--- src/rtl/llc_output_encoder_pkg.sv ---
// llc_output_encoder_pkg
// Shared types and constants for the LLC outbound encoder: the payload
// structs for the rsp_out, fwd_out and mem_req channels and the default
// queue depth of each channel.
package llc_output_encoder_pkg;

  localparam int LLC_RSP_OUT_Q_DEPTH = 2;
  localparam int LLC_FWD_OUT_Q_DEPTH = 2;
  localparam int LLC_MEM_REQ_Q_DEPTH = 2;

  typedef struct packed {
    logic [2:0]   coh_msg;
    logic [31:0]  addr;
    logic [127:0] line;
    logic [3:0]   word_mask;
    logic [3:0]   req_id;
    logic [3:0]   dest_id;
  } llc_rsp_out_t;

  typedef struct packed {
    logic [2:0]  coh_msg;
    logic [31:0] addr;
    logic [3:0]  req_id;
    logic [3:0]  dest_id;
    logic [3:0]  word_mask;
  } llc_fwd_out_t;

  typedef struct packed {
    logic         hwrite;
    logic [2:0]   hsize;
    logic [1:0]   hprot;
    logic [31:0]  addr;
    logic [127:0] line;
  } llc_mem_req_t;

endpackage

--- src/rtl/llc_out_fifo.sv ---
// llc_out_fifo
// One outbound channel: a circular buffer of DEPTH entries of type T that
// drives a valid/ready interface from its head entry.
//
// Handshake: valid is asserted while an entry is available and the head
// payload is held stable until the cycle where valid && ready, at whose
// clock edge the entry is popped. ready may stay low indefinitely.
//
// Build option LLC_OUT_BYPASS_EN: a push into an empty FIFO is shown on
// the interface in the same cycle; if ready is high it is consumed there
// and never stored. Without it, a push is visible one cycle later.
//
// Ports:
//   clk, rst     clock, asynchronous active-low reset
//   push, data_in   enqueue request and payload
//   ready        interface ready
//   valid, data_out interface valid and head payload
//   full         stored count == DEPTH
//   empty        stored count == 0
//   dropped      push refused because the FIFO was full with no pop
module llc_out_fifo #(
  parameter int  DEPTH = 2,
  parameter type T     = logic [7:0]
) (
  input  logic clk,
  input  logic rst,
  input  logic push,
  input  T     data_in,
  input  logic ready,
  output logic valid,
  output T     data_out,
  output logic full,
  output logic empty,
  output logic dropped
);

  localparam int CW = $clog2(DEPTH + 1);
  localparam int PW = (DEPTH > 1) ? $clog2(DEPTH) : 1;

  T               mem [DEPTH];
  logic [PW-1:0]  rd_ptr;
  logic [PW-1:0]  wr_ptr;
  logic [CW-1:0]  count;

  logic stored;
  logic pop;
  logic accept;
  logic byp;
  logic wr;

  // Explicit wrap so non-power-of-2 depths stay inside the array.
  function automatic logic [PW-1:0] next_ptr(input logic [PW-1:0] p);
    return (p == PW'(DEPTH - 1)) ? '0 : p + 1'b1;
  endfunction

  assign stored = (count != '0);
  assign pop    = stored && ready;
  // A pop in the same cycle frees the slot, so a full FIFO still accepts.
  assign accept = push && ((count != CW'(DEPTH)) || pop);

`ifdef LLC_OUT_BYPASS_EN
  assign byp      = push && !stored && ready;
  assign valid    = stored || push;
  assign data_out = stored ? mem[rd_ptr] : data_in;
`else
  assign byp      = 1'b0;
  assign valid    = stored;
  assign data_out = mem[rd_ptr];
`endif

  assign wr      = accept && !byp;
  assign full    = (count == CW'(DEPTH));
  assign empty   = !stored;
  assign dropped = push && !accept;

  always_ff @(posedge clk or negedge rst) begin
    if (!rst) begin
      for (int i = 0; i < DEPTH; i++) mem[i] <= '0;
      rd_ptr <= '0;
      wr_ptr <= '0;
      count  <= '0;
    end else begin
      if (wr) begin
        mem[wr_ptr] <= data_in;
        wr_ptr      <= next_ptr(wr_ptr);
      end
      if (pop) rd_ptr <= next_ptr(rd_ptr);
      if (wr && !pop)      count <= count + 1'b1;
      else if (!wr && pop) count <= count - 1'b1;
    end
  end

endmodule

--- src/rtl/llc_output_encoder.sv ---
// llc_output_encoder
// Outbound side of the LLC: buffers send commands from the LLC FSM on the
// rsp_out (to L2), fwd_out (to L2 owners) and mem_req (to memory) channels
// and drives each onto its own valid/ready interface. Channels are fully
// independent; each is strictly FIFO-ordered, which keeps a writeback
// mem_req ahead of a later read of the same line.
//
// Build option LLC_OUT_BYPASS_EN: same-cycle bypass of a push into an
// empty channel (see llc_out_fifo). Full and idle flags are the same in
// both builds.
//
// Ports:
//   clk, rst                        clock, asynchronous active-low reset
//   send_*, *_payload_in            FSM push and payload per channel
//   llc_*_ready_int                 interface ready per channel
//   llc_*_valid_int, llc_*_o        interface valid and head payload
//   rsp_out_full/fwd_out_full/mem_req_full  channel holds DEPTH entries
//   out_idle                        all channels empty
//   overflow_err                    sticky: a push was dropped on a full
//                                   channel; cleared only by reset
module llc_output_encoder
  import llc_output_encoder_pkg::*;
#(
  parameter int RSP_Q_DEPTH = LLC_RSP_OUT_Q_DEPTH,
  parameter int FWD_Q_DEPTH = LLC_FWD_OUT_Q_DEPTH,
  parameter int MEM_Q_DEPTH = LLC_MEM_REQ_Q_DEPTH
) (
  input  logic         clk,
  input  logic         rst,
  input  logic         send_rsp_out,
  input  llc_rsp_out_t rsp_out_payload_in,
  input  logic         send_fwd_out,
  input  llc_fwd_out_t fwd_out_payload_in,
  input  logic         send_mem_req,
  input  llc_mem_req_t mem_req_payload_in,
  input  logic         llc_rsp_out_ready_int,
  input  logic         llc_fwd_out_ready_int,
  input  logic         llc_mem_req_ready_int,
  output logic         llc_rsp_out_valid_int,
  output llc_rsp_out_t llc_rsp_out_o,
  output logic         llc_fwd_out_valid_int,
  output llc_fwd_out_t llc_fwd_out_o,
  output logic         llc_mem_req_valid_int,
  output llc_mem_req_t llc_mem_req_o,
  output logic         rsp_out_full,
  output logic         fwd_out_full,
  output logic         mem_req_full,
  output logic         out_idle,
  output logic         overflow_err
);

  logic rsp_empty, fwd_empty, mem_empty;
  logic rsp_drop, fwd_drop, mem_drop;

  llc_out_fifo #(.DEPTH(RSP_Q_DEPTH), .T(llc_rsp_out_t)) u_rsp_fifo (
    .clk      (clk),
    .rst      (rst),
    .push     (send_rsp_out),
    .data_in  (rsp_out_payload_in),
    .ready    (llc_rsp_out_ready_int),
    .valid    (llc_rsp_out_valid_int),
    .data_out (llc_rsp_out_o),
    .full     (rsp_out_full),
    .empty    (rsp_empty),
    .dropped  (rsp_drop)
  );

  llc_out_fifo #(.DEPTH(FWD_Q_DEPTH), .T(llc_fwd_out_t)) u_fwd_fifo (
    .clk      (clk),
    .rst      (rst),
    .push     (send_fwd_out),
    .data_in  (fwd_out_payload_in),
    .ready    (llc_fwd_out_ready_int),
    .valid    (llc_fwd_out_valid_int),
    .data_out (llc_fwd_out_o),
    .full     (fwd_out_full),
    .empty    (fwd_empty),
    .dropped  (fwd_drop)
  );

  llc_out_fifo #(.DEPTH(MEM_Q_DEPTH), .T(llc_mem_req_t)) u_mem_fifo (
    .clk      (clk),
    .rst      (rst),
    .push     (send_mem_req),
    .data_in  (mem_req_payload_in),
    .ready    (llc_mem_req_ready_int),
    .valid    (llc_mem_req_valid_int),
    .data_out (llc_mem_req_o),
    .full     (mem_req_full),
    .empty    (mem_empty),
    .dropped  (mem_drop)
  );

  // Derived only from stored counts, so the FSM sees no path from send/ready.
  assign out_idle = rsp_empty && fwd_empty && mem_empty;

  always_ff @(posedge clk or negedge rst) begin
    if (!rst)                               overflow_err <= 1'b0;
    else if (rsp_drop || fwd_drop || mem_drop) overflow_err <= 1'b1;
  end

endmodule
--- config.mk ---
export PLATFORM = sky130hd
export DESIGN_NAME = llc_output_encoder
export DESIGN_NICKNAME = d
export VERILOG_FILES = /design/src/rtl/llc_output_encoder_pkg.sv /design/src/rtl/llc_out_fifo.sv /design/src/rtl/llc_output_encoder.sv
export SDC_FILE = /design/constraint.sdc
export NUM_CORES = 1
export LEC_CHECK = 0
export ABC_CLOCK_PERIOD_IN_PS = 2500
export CAP_MARGIN = 5
export CORE_AREA = 2 2 307 309
export CTS_CLUSTER_DIAMETER = 40
export DETAILED_ROUTE_END_ITERATION = 6
export DIE_AREA = 0 0 309 311
export HOLD_SLACK_MARGIN = 0.12
export REMOVE_ABC_BUFFERS = 1
export SLEW_MARGIN = 30
export SYNTH_ARGS = -nofsm -noshare
export SYNTH_HDL_FRONTEND = slang
export SYNTH_SLANG_ARGS = --single-unit
--- constraint.sdc ---
create_clock -name clk -period 2.5 [get_ports clk]
set_input_delay 0.375 -clock clk [delete_from_list [all_inputs] [get_ports clk]]
set_output_delay 0.375 -clock clk [all_outputs]
set_load 0.01 [all_outputs]
# [After elaboration in Yosys (flattened, before gate mapping)]
# Cells that the tools add are included.
[totals] word_cells=145 ramBits=0 romBits=0 latch_bits=0 n_memories=0 out_inout_bits=396 input_bits=396 ff_bits=789
[classes] addsub=12 n_mux=30 magnitude_cmp=9 n_shift=0 multipliers=0 div_mod_pow=0 eq_ne=6 reduce_logical=40 n_bitwise=6
[op_table] cell="2-to-1 mux 175 bit" count=4
[op_table] cell="2-to-1 mux 166 bit" count=4
[op_table] cell="bitwise mux 350 bit" count=1
[op_table] cell="bitwise mux 332 bit" count=1
[op_table] cell="2-to-1 mux 47 bit" count=4
[op_table] cell="demux 175 bit (select 1 bit)" count=1
[op_table] cell="demux 166 bit (select 1 bit)" count=1
[op_table] cell="bitwise mux 94 bit" count=1
[op_table] cell="demux 47 bit (select 1 bit)" count=1
[op_table] cell="logical AND 1 bit" count=20
[op_table] cell=">= comparator 2 bit, second input constant" count=6
[op_table] cell="2-to-1 mux 2 bit" count=6
[op_table] cell="NOT 1 -> 2 bit" count=6
[op_table] cell="nonzero test 2 bit" count=6
[op_table] cell="logical NOT 1 bit" count=9
[op_table] cell="adder 1 bit, second input constant" count=6
[op_table] cell="adder 2 x 1 -> 2 bit, second input constant" count=3
[op_table] cell="== test 2 bit, second input constant" count=3
[op_table] cell="less-than comparator 2 x 1 -> 1 bit, second input constant" count=3
[op_table] cell="2-to-1 mux 1 bit" count=6
[op_table] cell="!= test 2 bit, second input constant" count=3
[op_table] cell="subtractor 2 x 1 -> 2 bit, second input constant" count=3
[op_table] cell="logical OR 1 bit" count=5

# [Longest topological paths before layout]
# Gate-level depths: netlist (run 1).
[logic_depth] word_depth=8 depth_mapped=6 ltp_nobuf=6

# [Cells and area by module]
# Synthesis (run 1) repeated with hierarchy kept, for this count alone.
[hier_totals] hier_cells=2134 area_unflattened_um2=34523.1
[by_module_without_submodules] mod="llc_out_fifo at u_rsp_fifo" n_inst=1 cells_per_inst=954 seq_area_each_um2=8858.5 area_each_um2=15285.9
[by_module_without_submodules] mod="llc_out_fifo at u_mem_fifo" n_inst=1 cells_per_inst=906 seq_area_each_um2=8408.1 area_each_um2=14651.6
[by_module_without_submodules] mod="llc_out_fifo at u_fwd_fifo" n_inst=1 cells_per_inst=271 seq_area_each_um2=2452.4 area_each_um2=4546.9
[by_module_without_submodules] mod="llc_output_encoder" n_inst=1 cells_per_inst=3 seq_area_each_um2=25.0 area_each_um2=38.8

# [Least setup slack after synthesis (run 1)]
# No wires, ideal clock.
[synth_timing] kind="flip-flop to output port" start="register u_mem_fifo.rd_ptr" end="output port llc_mem_req_o[18] (netlist name)" path_buffers=3 slack_ns=0.715 stages_incl_launch_ff=5 t_arrival_ns=1.410 required_ns=2.125 cell_sequence="dfrtp_1 > clkbuf_1 > clkbuf_1 > buf_2 > mux2_2"
[synth_rtl] element="start: declaration" line_no="llc_out_fifo.sv:41" source="logic [PW-1:0] rd_ptr;"
[synth_rtl] element="start signal: assignment" line_no="llc_out_fifo.sv:87" source="if (pop) rd_ptr <= next_ptr(rd_ptr);"
[synth_rtl] element="end: declaration" line_no="llc_output_encoder.sv:44" source="output llc_mem_req_t llc_mem_req_o,"

==> results of run 1 <==
==> logic make-up after synthesis <==
family / Yosys count / synth area share [%]
flops: 789 / 57.7
compound gates: 2 / 0.0365
simple gates: 29 / 0.545
xor+xnor: 15 / 0.384
mux: 1164 / 38.3
buf+inv: 128 / 2.98
fa+ha+maj: 3 / 0.110
==> registers in the layout, summed over array words and instances (netlist names) <==
register,cells
u_rsp_fifo.wr_ptr,1
u_rsp_fifo.mem,350
u_fwd_fifo.rd_ptr,1
u_mem_fifo.mem,332
u_fwd_fifo.count,2
u_rsp_fifo.count,2
overflow_err,1
u_rsp_fifo.rd_ptr,1
u_mem_fifo.count,2
u_fwd_fifo.wr_ptr,1
u_mem_fifo.wr_ptr,1
u_fwd_fifo.mem,94
u_mem_fifo.rd_ptr,1
==> final timing paths <==
path	from	end	slack (ns)	cells after the start
setup reg to reg	u_mem_fifo.count[1]	u_mem_fifo.mem[15]	0.50	4
hold / removal	rst	u_rsp_fifo.mem[131]	0.24	2
hold reg to reg	u_mem_fifo.mem[276]	u_mem_fifo.mem[276]	0.48	1
min in group clk	mem_req_payload_in[91]	u_mem_fifo.mem[257]	0.28	2
setup / recovery	u_mem_fifo.rd_ptr	llc_mem_req_o[117]	-0.20	7
max in group asynchronous	rst	u_mem_fifo.mem[277]	1.29	3
==> per-stage QoR <==
stage	TNS, ns	hold slack (ns)	setup slack, ns	cells	cell area [µm²]
floorplan	-4902.39	0.0794	-6.37	2002	33200
global placement	-0.523	0.360	-0.0271	4128	43900
detailed placement	-0.584	0.368	-0.0401	4128	43900
CTS	-52.18	0.181	-0.361	4439	49300
global route	-36.88	0.208	-0.270	4557	51300
finish	-15.55	0.238	-0.197	4564	51300
==> cells in the mapped netlist <==
master    count  share of area [%]
nor3b_1       1              0.022
nor2_1        6              0.066
buf_6        61                2.0
buf_4         7               0.15
nor2b_1       6               0.11
or2_2         3              0.055
dfrtp_1     789                 58
ha_1          3               0.11
xnor2_1       6               0.15
nor3b_2       4               0.15
xor2_1        9               0.23
buf_1         3              0.033
mux2_2     1053                 35
clkbuf_1     13               0.14
buf_2        44               0.64
nand2_1       7              0.077
mux2_1      111                3.7
a21oi_1       1              0.015
nor3_1        1              0.015
nor3b_4       1              0.055
a22oi_1       1              0.022
==> repair_timing <==
action,CTS,global route
gates cloned,14,15
endpoints found under the hold margin,680,0
resized for setup,861,924
buffers inserted,53,105
endpoints found under the setup margin,389,334
pin swaps,0,0
hold buffers,1,0
==> critical path, cell delays in order (launching register included) <==
cell and delay [ns]:
dfrtp_4 0.51, buf_12 0.17, buf_12 0.15, buf_16 0.13
buf_6 0.11, buf_6 0.11, mux2_4 0.30, buf_6 0.13
==> power groups by stage <==
stage | Combinational (W) | Clock [W] | Sequential, W
finish | 0.0385 | 0.0189 | 0.0228
global route | 0.0407 | 0.0200 | 0.0235
detailed placement | 0.0339 | 0 | 0.0229
CTS | 0.0345 | 0.0194 | 0.0226
floorplan | 0.0163 | 0 | 0.0221
global placement | 0.0334 | 0 | 0.0223
==> metal layers <==
layer | vias up | track usage, % | routed length [µm]
met2 | 679 | 36.9 | 54300
met4 | 40 | 7.03 | 2950
met1 | 11400 | 22.8 | 39300
met5 | - | 0 | 263
met3 | 191 | 8.93 | 9600
li1 | 9839 | - | -
==> final cells by class <==
| type | count | area (µm²) | share of cell area, % |
|---|---|---|---|
| Clock inverter | 72 | 997 | 1.94 |
| Multi-Input combinational cell | 1213 | 13800 | 26.9 |
| Antenna cell | 15 | 37.5 | 0.0732 |
| Sequential cell | 789 | 19800 | 38.5 |
| Timing Repair Buffer | 1050 | 11400 | 22.2 |
| Clock buffer | 171 | 3710 | 7.25 |
| Tap cell | 1254 | 1570 | 3.06 |
==> metrics, run 1 <==
outcome=finished, violations left; failing checks=negative setup slack; Min-Delay Path Class=input port to async pin; Ys Warns=0; # IOs=792; Gate Count Post-Synth=2,130; Rows=112; chip height=311 µm; global-route usage over all layers=21.1%; Cell Area, Synth=0.0342 mm²; crit share post-route=108%; CP startpoint kind=register; overall power=0.0802 W; sequential share of the synthesized area=57.7%; Internal Power=0.0547 W; routability cong.=0.824; CTS root buf=clkbuf_16; clock insertion delay at the later pin of the skew report=0.73 ns; leak pwr=22.4 nW; vias per cell=4.86; Reg clk slew, reported paths=0.05 ns; final hold violations=0; Syn Area/Cell=16.1 µm²; Seq pwr share=28.4%; Worst Skew=0.0357 ns; Total Wirelength=106 mm; Tightest Pin Transition=0.653 ns; CP max FO=5; share of layout cells above drive strength 1=56.6%; overflow left after global routing=0; fin util=55.3%; routed via count=22,200; Residual DRC=0; WS Path Type=register to output port; Synth cell types=21; sw frac=31.8%; first-pass GRT wire length=154 mm; Switch Pwr=0.0255 W; antenna violations before repair=32; number of fill cells=7,436; Initial DRC Count=731; final slew viol count=0; RSZ-0062 raised after global routing=yes; CTS sink count=789; Initial DRT Pass Iterations=6; final setup vio count=202; crit path time final=2.70 ns; WP data arrival=2.32 ns; initial cell density of the core=36.9%; Pwr Density=1560 mW/mm²; Post-DRT Antenna Nets=0; CP endpoint kind=output port; detailed placer's ending HPWL=72.3 mm; max cap viols=0; largest net degree at the start of global routing=119; full die area=0.0961 mm²; combinational power share=48.0%; Slew Limit Headroom=56.5%; CTS buffer count=134; flops & latches, synth=789; Required @ worst endpoint=2.12 ns; Die Width=309 µm; highest-count cells in the layout ignoring fill and taps=mux2_2, dfrtp_1, clkdlybuf4s50_1, buf_6, clkbuf_16; number of global-route vias before repair=24,500; Peak VDD IR=854 µV; most common cell after layout, fill and taps aside=mux2_2; WL per Instance=23.3 µm; setup ws final=-0.197 ns; IO Port Bufs=791; htree depth=4; clock tree buffer depth=3; P&R area growth vs syn=49.7%; fmax=371 MHz; net total in the final layout=3,587; Core Area=0.0928 mm²; CTS tree=built; Clock Power Share=23.6%
(Power assumes the default switching activity.)
==> run 2, diff against run 1 <==
--- a/config.mk
+++ b/config.mk
@@ -7,13 +7,14 @@
 export LEC_CHECK = 0
 export ABC_CLOCK_PERIOD_IN_PS = 2500
 export CAP_MARGIN = 5
-export CORE_AREA = 2 2 307 309
+export CORE_AREA = 2 2 308 310
 export CTS_CLUSTER_DIAMETER = 40
 export DETAILED_ROUTE_END_ITERATION = 6
-export DIE_AREA = 0 0 309 311
+export DIE_AREA = 0 0 310 312
 export HOLD_SLACK_MARGIN = 0.12
 export REMOVE_ABC_BUFFERS = 1
 export SLEW_MARGIN = 30
 export SYNTH_ARGS = -nofsm -noshare
 export SYNTH_HDL_FRONTEND = slang
+export SYNTH_HIERARCHICAL = 1
 export SYNTH_SLANG_ARGS = --single-unit
==> run 2 against run 1 <==
Effect of this change: the flow still finishes with violations (negative setup slack); die area up 0.65%; flip-flop and latch count unchanged; critical endpoint is now llc_mem_req_o[6]; maximum frequency down 2.7%.
==> metrics, run 2 <==
GR Layer Usage met3=6.22%; routed via count=21,800; Largest register FFs=350; Core Area=0.0930 mm²; sequential share of the synthesized area=57.2%; Synth area leader=dfrtp_1; first-pass GRT wire length=153 mm; WS Path Type=register to output port; number of synthesized flops with an enable pin=0; outcome=finished, violations left; global-route usage over all layers=21.1%; Gate Count Post-Synth=2,134; P&R area growth vs syn=44.7%; Total Wirelength=106 mm; CTS tree=built; Initial DRC Count=657; busiest grt layer=met2; failing checks=negative setup slack; Slew Limit Headroom=59.9%; Cell Area, Synth=0.0345 mm²; crit share post-route=111%; antenna violations before repair=33; chip height=312 µm; highest-count cells in the layout ignoring fill and taps=mux2_2, dfrtp_1, clkdlybuf4s50_1, mux2_1, clkbuf_16; Largest Register=u_rsp_fifo/mem; top cells by area, synth=dfrtp_1, mux2_2, mux2_1, mux2_4, buf_6; Main synth FF type=dfrtp_1; Tightest Pin Transition=0.601 ns; WP data arrival=2.40 ns; Required @ worst endpoint=2.12 ns; Min-Delay Path Class=input port to async pin; Rows=112; crit path time final=2.77 ns; Cell Area, Placed=0.0444 mm²; final slew viol count=0; biggest registers after layout=u_rsp_fifo/mem (350), u_mem_fifo/mem (332), u_fwd_fifo/mem (94); Pwr Density=1510 mW/mm²; share of the synthesized area in the top cell type=57.2%; Residual DRC=0; Synth cell types=26; vias per cell=4.85; number of fill cells=7,707; RSZ-0062 raised after global routing=yes; max cap viols=0; met2 usage=37.5%; full die area=0.0967 mm²; Die Width=310 µm; clock insertion delay at the later pin of the skew report=0.72 ns; largest net degree at the start of global routing=94; final setup vio count=238; worst r2r src=u_rsp_fifo/count[1]; Synth top cells by count=mux2_2, dfrtp_1, mux2_1; Initial DRT Pass Iterations=4; Worst Skew=0.0241 ns; share of layout cells above drive strength 1=45.2%; overall power=0.0755 W; WL per Instance=23.6 µm; Peak VDD IR=763 µV; cell area after layout=0.0500 mm²; Reg clk slew, reported paths=0.06 ns; count leader, synth=mux2_2; CTS sink count=789; # IOs=792; CTS root buf=clkbuf_16; IO Port Bufs=791; net total in the final layout=3,507; critical path launch point=u_mem_fifo/rd_ptr; routability cong.=0.824; Ys Warns=6; met1 usage=22.8%; CP startpoint kind=register; overflow left after global routing=0; CTS buffer count=135; share of synthesized registers carrying an async set or reset=100%; Post-DRT Antenna Nets=0; setup TNS=-34.61 ns; number of global-route vias before repair=24,500; htree depth=4; final hold violations=0; CP max FO=22; most common cell after layout, fill and taps aside=mux2_2; CP endpoint kind=output port; clock tree buffer depth=3; Syn Area/Cell=16.2 µm²; detailed placer's ending HPWL=75.2 mm; fmax=361 MHz; initial cell density of the core=37.1%; flops & latches, synth=789; leak pwr=22.3 nW; setup ws final=-0.273 ns
[run 2: changes by cell type after synthesis, sizes merged]
cell,change
and2,+3
inv,+3
buf,+2
clkbuf,-2
a21oi,-1
a22oi,-1
and2b,+1
and3,+1
nand2,-1
nor2b,-1
nor3,-1
or4,+1
[run 2: through the flow]
stage,hold slack (ns),utilization (%),setup slack (ns),std cells
5_1_grt,0.253,53.7,-0.350,4490
4_1_cts,0.220,52.9,-0.347,4420
3_5_place_dp,0.400,47.8,0.216,4155
2_1_floorplan,0.0794,-,-6.41,2006
3_3_place_gp,0.394,47.8,0.223,4155
6_report,0.254,53.7,-0.273,4494
[run 2: final timing paths]
check,endpoint,slack [ns],cells after the start
setup / recovery,llc_mem_req_o[6],-0.27,4
hold / removal,u_fwd_fifo/mem[10],0.25,2
setup reg to reg,u_rsp_fifo/mem[211],0.60,5
hold reg to reg,u_rsp_fifo/mem[32],0.48,1
max in group asynchronous,u_rsp_fifo/mem[175],1.33,3
min in group clk,u_mem_fifo/mem[201],0.28,2
[run 2: worst max-delay path, stage by stage (launching register included)]
cell             delay, ns
dfrtp_4               0.43
buf_12                0.17
buf_12                0.19
mux2_2                0.39
clkdlybuf4s50_1       0.49
[run 2: cell families after synthesis]
| group | after synthesis | synth area share (%) |
|---|---|---|
| XOR/XNOR | 15 | 0.381 |
| adder cells (fa/ha/maj) | 3 | 0.109 |
| buffers and inverters | 131 | 3.03 |
| flip-flops | 789 | 57.2 |
| multiplexers | 1164 | 38.6 |
| AND/OR/NAND/NOR | 32 | 0.671 |
[run 2: what timing repair did]
action | 4_1_cts | 5_1_grt
buffers inserted | 14 | 38
hold buffers | 1 | 0
hold endpoints to repair | 364 | 0
endpoints found under the setup margin | 389 | 360
resized for setup | 314 | 317
cloned | 5 | 12
[run 2: where the power goes]
group          switching (W)  leakage, nW  internal [W]
clock                0.00654         2.28        0.0123
combinational         0.0142         10.7        0.0196
sequential           0.00349         9.27        0.0194
[run 2: area by class of cell]
type                            count  area [µm²]  share of cell area (%)
Antenna cell                       24        60.1                   0.120
Clock buffer                      171        3740                    7.48
Clock inverter                     74         937                    1.88
Inverter                            3        11.3                  0.0225
Multi-Input combinational cell   1214       13800                    27.6
Sequential cell                   789       19800                    39.5
Tap cell                         1254        1570                    3.14
Timing Repair Buffer              965       10100                    20.2
[run 2: metal layers]
metal	routed length, µm	part of all wire [%]
met1	38800	37
met2	55900	53
met3	6600	6.2
met4	4600	4.3
met5	145	0.14
